File: config.mk
export PLATFORM = sky130hd
export DESIGN_NAME = ibus_prefetch_buffer_flat
export DESIGN_NICKNAME = d
export VERILOG_FILES = /design/src/rtl/ibus_prefetch_buffer_if.sv /design/src/rtl/ibus_prefetch_buffer.sv /design/src/flat_wrapper.sv
export SDC_FILE = /design/constraint.sdc
export NUM_CORES = 1
export LEC_CHECK = 0
export ABC_AREA = 1
export BUFFER_PORTS_ARGS = -buffer_cell sky130_fd_sc_hd__clkbuf_2
export CAP_MARGIN = 20
export CORE_ASPECT_RATIO = 1.5
export CORE_MARGIN = 2
export CORE_UTILIZATION = 50
export CTS_BUF_LIST = sky130_fd_sc_hd__clkbuf_8
export DETAILED_ROUTE_END_ITERATION = 6
export PLACE_DENSITY_LB_ADDON = 0.1
export SLEW_MARGIN = 20
export SYNTH_ARGS = -nofsm -noshare
export SYNTH_HDL_FRONTEND = slang
export SYNTH_SLANG_ARGS = --single-unit
export TNS_END_PERCENT = 50
File: constraint.sdc
create_clock -name clk -period 6.6 [get_ports clk]
set_input_delay 0.66 -clock clk [delete_from_list [all_inputs] [get_ports clk]]
set_output_delay 0.66 -clock clk [all_outputs]
set_load 0.05 [all_outputs]
File: src/rtl/ibus_prefetch_buffer_if.sv
// Instruction-bus handshake bundle: request (valid/addr) and response (addr_ok/data_ok/data).
// Latency: none; plain wires.
// Backpressure: requester holds req_valid/req_addr until resp_addr_ok.
interface ibus_prefetch_buffer_if #(
  parameter int ADDR_W = 64,
  parameter int DATA_W = 32
);
  logic              req_valid;
  logic [ADDR_W-1:0] req_addr;
  logic              resp_addr_ok;
  logic              resp_data_ok;
  logic [DATA_W-1:0] resp_data;

  // Issuer of requests.
  modport master (
    output req_valid, req_addr,
    input  resp_addr_ok, resp_data_ok, resp_data
  );

  // Responder to requests.
  modport slave (
    input  req_valid, req_addr,
    output resp_addr_ok, resp_data_ok, resp_data
  );
endinterface

File: src/rtl/ibus_prefetch_buffer.sv
// Sequential instruction prefetcher: PC-tagged FIFO between the core ibus and the memory ibus.
// Latency: FIFO-head hits answer combinationally; memory data reaches the core one cycle after
//          data_ok, or the same cycle when IBUS_PREFETCH_BYPASS_EN is defined and the core waits on it.
// Backpressure: one memory transaction outstanding; no new request while count + inflight == DEPTH.
module ibus_prefetch_buffer #(
  parameter int DEPTH  = 4,
  parameter int ADDR_W = 64,
  parameter int DATA_W = 32
) (
  input  logic                  clk,
  input  logic                  reset,
  ibus_prefetch_buffer_if.slave  core,
  ibus_prefetch_buffer_if.master mem
);
  localparam int PW = (DEPTH > 1) ? $clog2(DEPTH) : 1;
  localparam logic [PW:0] FULL_CNT = (PW+1)'(DEPTH);

  typedef enum logic [1:0] {IDLE, REQ, WAIT} state_t;

  state_t            state;
  logic [ADDR_W-1:0] pc_q    [DEPTH];
  logic [DATA_W-1:0] instr_q [DEPTH];
  logic [PW-1:0]     head, tail;
  logic [PW:0]       count, count_next;
  logic              stale, started, mreq_valid_q;
  logic [ADDR_W-1:0] nxt_pc, infl_pc;

  logic              creq_valid;
  logic [ADDR_W-1:0] creq_addr;
  logic              mresp_addr_ok, mresp_data_ok;
  logic [DATA_W-1:0] mresp_data;

  logic inflight, hit, wait_match, redirect, complete, bypass, push, pop, do_issue;

  assign creq_valid    = core.req_valid;
  assign creq_addr     = core.req_addr;
  assign mresp_addr_ok = mem.resp_addr_ok;
  assign mresp_data_ok = mem.resp_data_ok;
  assign mresp_data    = mem.resp_data;

  assign inflight   = (state != IDLE);
  assign hit        = creq_valid && (count != '0) && (pc_q[head] == creq_addr);
  // Core is parked on the fetch already in flight: not a redirect, just no answer yet.
  assign wait_match = (count == '0) && inflight && !stale && (infl_pc == creq_addr);
  assign redirect   = creq_valid && !hit && !wait_match;
  // Memory never returns data before addr_ok, so data_ok only counts in REQ (with addr_ok) or WAIT.
  assign complete   = ((state == REQ) && mresp_addr_ok && mresp_data_ok) ||
                      ((state == WAIT) && mresp_data_ok);

`ifdef IBUS_PREFETCH_BYPASS_EN
  assign bypass = complete && !stale && creq_valid && (count == '0) && (creq_addr == infl_pc);
`else
  assign bypass = 1'b0;
`endif

  // Data racing a redirect is dropped exactly like stale data.
  assign push = complete && !stale && !redirect && !bypass;
  assign pop  = hit;

  // Occupancy after this edge; a redirect empties the FIFO.
  always_comb begin
    count_next = count;
    if (redirect)
      count_next = '0;
    else if (push && !pop)
      count_next = count + (PW+1)'(1);
    else if (pop && !push)
      count_next = count - (PW+1)'(1);
  end

  // Issue from IDLE or straight out of a completion. A redirect to nxt_pc itself is safe to issue
  // because nxt_pc already holds the target; a redirect elsewhere waits one cycle for nxt_pc.
  assign do_issue = started && (count_next < FULL_CNT) && ((state == IDLE) || complete) &&
                    !(redirect && (creq_addr != nxt_pc));

  assign core.resp_addr_ok = hit || bypass;
  assign core.resp_data_ok = hit || bypass;
  assign core.resp_data    = bypass ? mresp_data : ((count != '0) ? instr_q[head] : '0);
  assign mem.req_valid     = mreq_valid_q;
  assign mem.req_addr      = infl_pc;

  // FIFO payload storage; contents only matter where count says they are valid.
  always_ff @(posedge clk) begin
    if (push) begin
      pc_q[tail]    <= infl_pc;
      instr_q[tail] <= mresp_data;
    end
  end

  // FIFO pointers and occupancy.
  always_ff @(posedge clk or negedge reset) begin
    if (!reset) begin
      head  <= '0;
      tail  <= '0;
      count <= '0;
    end else if (redirect) begin
      head  <= '0;
      tail  <= '0;
      count <= '0;
    end else begin
      if (push) tail <= tail + PW'(1);
      if (pop)  head <= head + PW'(1);
      count <= count_next;
    end
  end

  // Memory-side FSM: issue, hold the request until addr_ok, completion and stale tracking.
  always_ff @(posedge clk or negedge reset) begin
    if (!reset) begin
      state        <= IDLE;
      mreq_valid_q <= 1'b0;
      infl_pc      <= '0;
      nxt_pc       <= '0;
      stale        <= 1'b0;
      started      <= 1'b0;
    end else begin
      if (creq_valid) started <= 1'b1;
      if (redirect)   nxt_pc  <= creq_addr;
      if (complete)
        stale <= 1'b0;
      else if (redirect && inflight)
        stale <= 1'b1;
      if (do_issue) begin
        state        <= REQ;
        mreq_valid_q <= 1'b1;
        infl_pc      <= nxt_pc;
        nxt_pc       <= nxt_pc + ADDR_W'(4);
      end else if (complete) begin
        state        <= IDLE;
        mreq_valid_q <= 1'b0;
      end else if ((state == REQ) && mresp_addr_ok) begin
        state        <= WAIT;
        mreq_valid_q <= 1'b0;
      end
    end
  end
endmodule

File: src/flat_wrapper.sv
// flat-port wrapper written by rule: the top's interface ports become plain ports
module ibus_prefetch_buffer_flat 
#(
  parameter int DEPTH  = 4,
  parameter int ADDR_W = 64,
  parameter int DATA_W = 32
)
  (clk, reset, core_req_valid, core_req_addr, core_resp_addr_ok, core_resp_data_ok, core_resp_data, mem_req_valid, mem_req_addr, mem_resp_addr_ok, mem_resp_data_ok, mem_resp_data);
  ibus_prefetch_buffer_if #(.ADDR_W(ADDR_W), .DATA_W(DATA_W)) core_i ();
  ibus_prefetch_buffer_if #(.ADDR_W(ADDR_W), .DATA_W(DATA_W)) mem_i ();
  input  logic clk;
  input  logic reset;
  input wire logic [$bits(core_i.req_valid)-1:0] core_req_valid;
  input wire logic [$bits(core_i.req_addr)-1:0] core_req_addr;
  output wire logic [$bits(core_i.resp_addr_ok)-1:0] core_resp_addr_ok;
  output wire logic [$bits(core_i.resp_data_ok)-1:0] core_resp_data_ok;
  output wire logic [$bits(core_i.resp_data)-1:0] core_resp_data;
  output wire logic [$bits(mem_i.req_valid)-1:0] mem_req_valid;
  output wire logic [$bits(mem_i.req_addr)-1:0] mem_req_addr;
  input wire logic [$bits(mem_i.resp_addr_ok)-1:0] mem_resp_addr_ok;
  input wire logic [$bits(mem_i.resp_data_ok)-1:0] mem_resp_data_ok;
  input wire logic [$bits(mem_i.resp_data)-1:0] mem_resp_data;
  assign core_i.req_valid = core_req_valid;
  assign core_i.req_addr = core_req_addr;
  assign core_resp_addr_ok = core_i.resp_addr_ok;
  assign core_resp_data_ok = core_i.resp_data_ok;
  assign core_resp_data = core_i.resp_data;
  assign mem_req_valid = mem_i.req_valid;
  assign mem_req_addr = mem_i.req_addr;
  assign mem_i.resp_addr_ok = mem_resp_addr_ok;
  assign mem_i.resp_data_ok = mem_resp_data_ok;
  assign mem_i.resp_data = mem_resp_data;
  ibus_prefetch_buffer #(.DEPTH(DEPTH), .ADDR_W(ADDR_W), .DATA_W(DATA_W)) u_core (.clk(clk), .reset(reset), .core(core_i), .mem(mem_i));
endmodule
==> results.yml, run 1 <==
setup_path:
  crit_start: "u_core.head[1]"
  r2r_start: "u_core.head[1]"
  criticalPathCategory: "flip-flop to flip-flop"
  arrival_ns: 6.58
  crit_fanout: 57
  worstPathRequired_ns: 7.19
  endpoint_kind: "flip-flop"
  startpoint_type: "flip-flop"
grt:
  grt_pass1_vias: 20471
  antenna_found_initial: 1
  grt-ovfl-total: 0
  grt.total_usage_pct: 33.9
  grt_pass1_wl_mm: 132
  grt_max_degree: 165
floorplan:
  rows: 101
  dieArea_um2: 53300
  die_height_um: 282
  fp.dieW_um: 189
  core_um2: 50700
  start_util_pct: 50.7
  ioPinCount: 200
synthesis:
  yosysMostFrequentCell: "nand2_1"
  synthTopCellsByArea: "edfxtp_1 45%, dfrtp_1 14%, nand2_1 12%"
  syn-cell-area_um2: 25700
  synth_seq_cells: 523
  yosys-top-cells-count: "790 x nand2_1, 384 x edfxtp_1, 310 x nand3_1"
  synth_xor_area_share_pct: 4.77
  synthSimpleGateAreaFrac_pct: 27.0
  synth-edff-count: 384
  synthDistinctLibCells: 38
  synth_top_family_by_area: "simple AND/OR/NAND/NOR gates"
  synth.avg_cell_area_um2: 9.14
  synth_ff_type: "edfxtp_1"
  synth_largest_area_cell: "edfxtp_1"
  synth_compound_area_share_pct: 4.19
  yosysSeqAreaShare_pct: 58.4
  synth_top_area_share_pct: 44.9
  synthMuxAreaShare_pct: 0
  netlist_instances: 2811
  async_flop_share_pct: 26.6
  synth-adder-area-share_pct: 0.487
  synth_nets: 2922
  yosys_warnings: 0
cells_and_area:
  fillers: 4553
  area_delta_synth_final_pct: 13.3
  regArea_um2: 15000
  drive_above_1_share_pct: 12.3
  multi_input_area_um2: 9410
  fin_nets: 3114
  postLayoutCoreUtil_pct: 57.5
  design_area_um2: 29100
timing:
  setup_tns_ns: 0
  max_freq_mhz: 167
  rsz0062_at_grt: "false"
  worst_hold_slack_ns: 0.0356
  period_share_pct: 90.9
  worst_pin_slew_ns: 1.11
  setup_violations: 0
  slew_headroom_pct: 25.5
  finalHoldViolCount: 0
  finalCriticalPeriod_ns: 6.00
  skew_ns: 0.0494
  slew_violations: 0
power:
  power.share.clock_pct: 25.1
  switching_share_pct: 40.5
  powerDensity_nw_per_um2: 366
  p_total_mw: 10.7
  p_int_mw: 6.35
  seq_power_share_pct: 46.3
  p_sw_mw: 4.32
  p_leak_nw: 12.1
  power_frac_comb_pct: 28.6
  peakVddDrop_mv: 0.311
placement:
  dp_hpwl_mm: 64.9
  dpl_cell_area_um2: 27600
  gp_congestion: 1.01
  io_buffers: 199
hold_path:
  worst_hold_path_type: "primary input to asynchronous set/reset pin"
detailed_routing:
  first_pass_iters: 5
  wl_per_cell_um: 24.2
  dr.first_iter.drc_count: 1802
  wirelength_mm: 90.4
  ant_nets: 0
  dr_total_vias: 21384
  via_per_inst: 5.72
  remaining_drc_errors: 0
clock_tree:
  cts_tree: "built"
  cts.path.max_buffers: 3
  cts_sinks: 523
  ctsResizeCount: 0
  h-tree-depth: 3
  cts.hold.buffers_added: 0
  cts_root_buffer: "clkbuf_8"
  clock_latency_ns: 0.71
  cts_made_buffers: 80
  cts_setup_buffers: 0
  clkTransAtPathRegs_ns: 0.07
outcome:
  status: "finished, final reports clean"
job:
  drv_cap: 0
[path summary, 6_finish.rpt]
path,end,slack (ns),depth (start not counted)
max,u_core.nxt_pc[49],0.60,24
min,u_core.mem.req_addr[23],0.04,1
max reg2reg,u_core.nxt_pc[49],0.60,24
min reg2reg,u_core.started,0.48,1
max in group asynchronous,u_core.head[0],5.26,2
min in group clk,u_core.instr_q[2][7],0.19,1
[metrics by stage]
step | instances | setup slack [ns]
2_1_floorplan | 2811 | 0.168
3_3_place_gp | 3590 | 0.864
3_5_place_dp | 3590 | 0.769
4_1_cts | 3736 | 0.739
5_1_grt | 3737 | 0.562
6_report | 3737 | 0.603
[layer usage]
layer	vias up	track usage (%)	wire, um
met4	0	18.9	5180
met3	202	4.71	6010
li1	9895	-	-
met2	930	57.1	44200
met1	10357	42.2	35100
met5	-	0	0
[sequential cells by signal, summed over array words and instances (netlist names)]
signal / cells
u_core.pc_q: 256
u_core.instr_q: 128
u_core.mem.req_addr: 64
u_core.nxt_pc: 64
u_core.count: 3
u_core.head: 2
u_core.state: 2
u_core.tail: 2
u_core.stale: 1
u_core.started: 1
[kinds of logic (layout without fill, tap and decap cells)]
group           Yosys count  in the layout
flops                   523            523
buf+inv                 324            580
simple gates           1605           1605
compound gates          209            209
other cells               0              1
fa+ha+maj                10             10
xor+xnor                140            140
[critical path: stages, from the launching register on]
cell	delay [ns]
dfrtp_4	0.49
clkinv_2	0.52
buf_12	0.27
buf_4	0.23
nand3_1	0.10
nand2_1	0.21
nor2_1	0.11
nor3_1	0.42
nand4_1	0.25
or2_2	0.34
nor4_1	0.41
nand2_1	0.09
nor2_1	0.59
inv_1	0.11
ha_1	0.26
inv_1	0.08
nand2_1	0.05
o21ai_0	0.10
xor2_1	0.21
nand2_2	0.13
nand3_4	0.31
buf_12	0.30
nand2_1	0.11
nand3_1	0.08
nand2_1	0.05
[area by class of cell]
type	instances	area share, %
diodes	1	0.00859
clock buffers	85	4.02
clock inverters	61	1.32
inverters	191	2.49
multi-input cells	1964	32.3
flip-flops and latches	523	51.6
well taps	669	2.87
repair buffers	243	5.39
[placed cells by master (no fill, tap or decap), types with 25 or more instances in the layout]
| master | count |
|---|---|
| o21ai_1 | 51 |
| nand4_1 | 118 |
| buf_4 | 25 |
| dfrtp_1 | 137 |
| xnor2_1 | 50 |
| clkbuf_8 | 85 |
| xor2_1 | 90 |
| nor2_1 | 285 |
| nor3_1 | 42 |
| clkbuf_2 | 198 |
| edfxtp_1 | 384 |
| o21ai_0 | 96 |
| nand2_1 | 789 |
| a21oi_1 | 49 |
| inv_1 | 207 |
| nand3_1 | 309 |
[power by group through the flow]
stage | combinational [mW] | sequential (mW) | clock (mW)
after global placement | 2.99 | 4.95 | 0
after CTS | 3.03 | 4.91 | 2.72
after detailed placement | 3.02 | 4.98 | 0
final | 3.05 | 4.94 | 2.67
after global routing | 3.29 | 4.99 | 2.84
after floorplan | 1.64 | 5.22 | 0
No activity file was read; power rests on OpenSTA's default activity.
==> run 2, diff against run 1 <==
- CORE_UTILIZATION: 50 -> 57
- HOLD_SLACK_MARGIN: default -> 0.06
==> run 2 against run 1 <==
Compared with the run above: the run now ends with DRC left; maximum frequency is 14% higher; combinational power decreased by 2%; design area decreased by 1.2%; sequential share of layout area grew 0.60 points; global-route usage grew 3.9 points; total power shrank 1.3%; critical path depth stayed put; first-iteration DRC count grew 30%; critical path type unchanged.
==> results.yml, run 2 (synthesis gave the netlist of run 1 again) <==
floorplan:
  rows: 95
  die_height_um: 264
  dieArea_um2: 46800
  start_util_pct: 57.5
  ioPinCount: 200
  core_um2: 44700
  fp.dieW_um: 177
placement:
  gp_congestion: 1.09
  dp_hpwl_mm: 63.8
  placedCellCount: 3494
  io_buffers: 199
  post-place-ws_ns: 1.48
timing:
  rsz0062_at_grt: "false"
  worst_pin_slew_ns: 0.937
  setup_tns_ns: 0
  finalCriticalPeriod_ns: 5.28
  finalHoldViolCount: 0
  period_share_pct: 80.0
  slew_headroom_pct: 37.5
  setup_violations: 0
  max_freq_mhz: 189
  setup_ws_ns: 1.32
  skew_ns: 0.0680
  slew_violations: 0
cells_and_area:
  final_common_cell: "nand2_1"
  drive_above_1_share_pct: 11.9
  most-common-layout-cells: "789 x nand2_1, 384 x edfxtp_1, 309 x nand3_1"
  largest_reg_flops: 256
  fillers: 3801
  finalNonFillerCells: 3639
  fin_nets: 3104
  area_delta_synth_final_pct: 12.0
  largest_register: "u_core.pc_q"
  top_regs: "u_core.pc_q: 256 flops, u_core.instr_q: 128 flops"
setup_path:
  r2r_start: "u_core.head[1]"
  endpoint_kind: "flip-flop"
  crit_fanout: 117
  startpoint_type: "flip-flop"
  endpoint: "u_core.nxt_pc[49]"
  crit_start: "u_core.head[1]"
  r2r_slack_ns: 1.32
  arrival_ns: 5.84
  r2r_end: "u_core.nxt_pc[49]"
  worstPathRequired_ns: 7.16
  reg2reg_depth: 24
  criticalPathCategory: "flip-flop to flip-flop"
detailed_routing:
  wirelength_mm: 88.7
  via_per_inst: 5.99
  remaining_drc_errors: 2
  first_pass_iters: 7
  wl_per_cell_um: 24.4
  dr.first_iter.drc_count: 2344
  dr_total_vias: 21781
  ant_nets: 0
grt:
  grt_pass1_wl_mm: 130
  grt-ovfl-total: 0
  grt_pass1_vias: 21084
  grt_max_degree: 149
  grt.total_usage_pct: 37.8
  antenna_found_initial: 1
hold_path:
  worst_hold_path_type: "primary input to flip-flop"
clock_tree:
  cts_made_buffers: 78
  cts.path.max_buffers: 3
  cts_root_buffer: "clkbuf_8"
  h-tree-depth: 3
  clock_latency_ns: 0.70
  cts_tree: "built"
  clkTransAtPathRegs_ns: 0.07
  ctsResizeCount: 0
  cts_sinks: 523
power:
  p_leak_nw: 12.0
  peakVddDrop_mv: 0.438
  powerDensity_nw_per_um2: 366
  p_total_mw: 10.5
outcome:
  violations: "DRC"
  status: "complete, but fails checks"
job:
  drv_cap: 0
==> run 2: cell types whose count changed in the layout (fill, tap and decap cells not counted) <==
cell | before | now
inv_1 | 207 | 216
buf_12 | 19 | 12
clkinv_1 | 22 | 15
clkbuf_8 | 85 | 82
buf_4 | 25 | 23
bufinv_16 | 4 | 2
inv_8 | 0 | 2
clkinv_2 | 10 | 9
clkinv_4 | 1 | 0
clkinvlp_4 | 2 | 1
diode_2 | 1 | 2
dlygate4sd3_1 | 0 | 1
inv_12 | 0 | 1
inv_6 | 4 | 3
==> run 2: worst min-delay path by stage <==
| stage | from | end | slack [ns] | depth (start not counted) |
|---|---|---|---|---|
| 6_report | mem_resp_data[27] | u_core.instr_q[0][27] | 0.23 | 1 |
| 2_1_floorplan | reset | u_core.count[0] | 0.36 | 0 |
| 5_1_grt | mem_resp_data[29] | u_core.instr_q[1][29] | 0.21 | 1 |
| 4_1_cts | mem_resp_data[29] | u_core.instr_q[1][29] | 0.20 | 1 |
| 3_3_place_gp | u_core.started | u_core.started | 0.45 | 1 |
| 3_5_place_dp | u_core.started | u_core.started | 0.45 | 1 |
==> run 2: critical path: stages, from the launching register on <==
cell and delay, ns:
dfrtp_4 0.67, clkinv_2 0.25, buf_12 0.28, nand3_1 0.27
nand2_1 0.08, nand2_1 0.11, nand2_1 0.08, nor3_1 0.17
nand4_1 0.17, or2_2 0.31, nor4_1 0.24, nand2_1 0.07
nor2_1 0.57, inv_1 0.10, ha_1 0.26, inv_1 0.08
nand2_1 0.06, o21ai_0 0.10, xor2_1 0.19, nand2_2 0.12
nand3_4 0.11, buf_12 0.40, nand2_1 0.13, nand3_1 0.09
nand2_1 0.05
==> run 2: where the power goes <==
part	internal (mW)	switching [mW]
clock	1.25	1.29
combinational	0.838	2.15
sequential	4.14	0.869
total	6.23	4.31
==> run 2: per-stage QoR <==
stage          instance area [um^2]  hold slack, ns  utilization, %
6_report                      28800           0.226            64.4
5_1_grt                       28800           0.212            64.4
4_1_cts                       28800           0.198            64.4
3_5_place_dp                  27300           0.451            61.1
3_3_place_gp                  27300           0.450            61.1
2_1_floorplan                 25700           0.364               -
==> run 2: timing repair <==
action                                  4_1_cts  5_1_grt
endpoints found under the hold margin        57        0
hold buffers                                  1        0
endpoints found under the setup margin        0        0
buffers inserted                              0        0
==> run 2: per-layer routing <==
layer	GRT usage, %	vias up	share of wire [%]
li1	-	9869	-
met1	48.0	10511	37
met2	61.5	1141	48
met3	5.48	260	8.2
met4	22.6	0	6.7
met5	0	-	0
==> run 2: final cells by class <==
type                            count  area [um^2]  share of cell area (%)
Sequential cell                   523        15000                    52.2
Antenna cell                        2         5.00                  0.0174
Clock buffer                       82         1130                    3.92
Multi-Input combinational cell   1964         9410                    32.7
Inverter                          191          726                    2.52
Timing Repair Buffer              235         1430                    4.95
Tap cell                          582          728                    2.53
Clock inverter                     60          342                    1.19
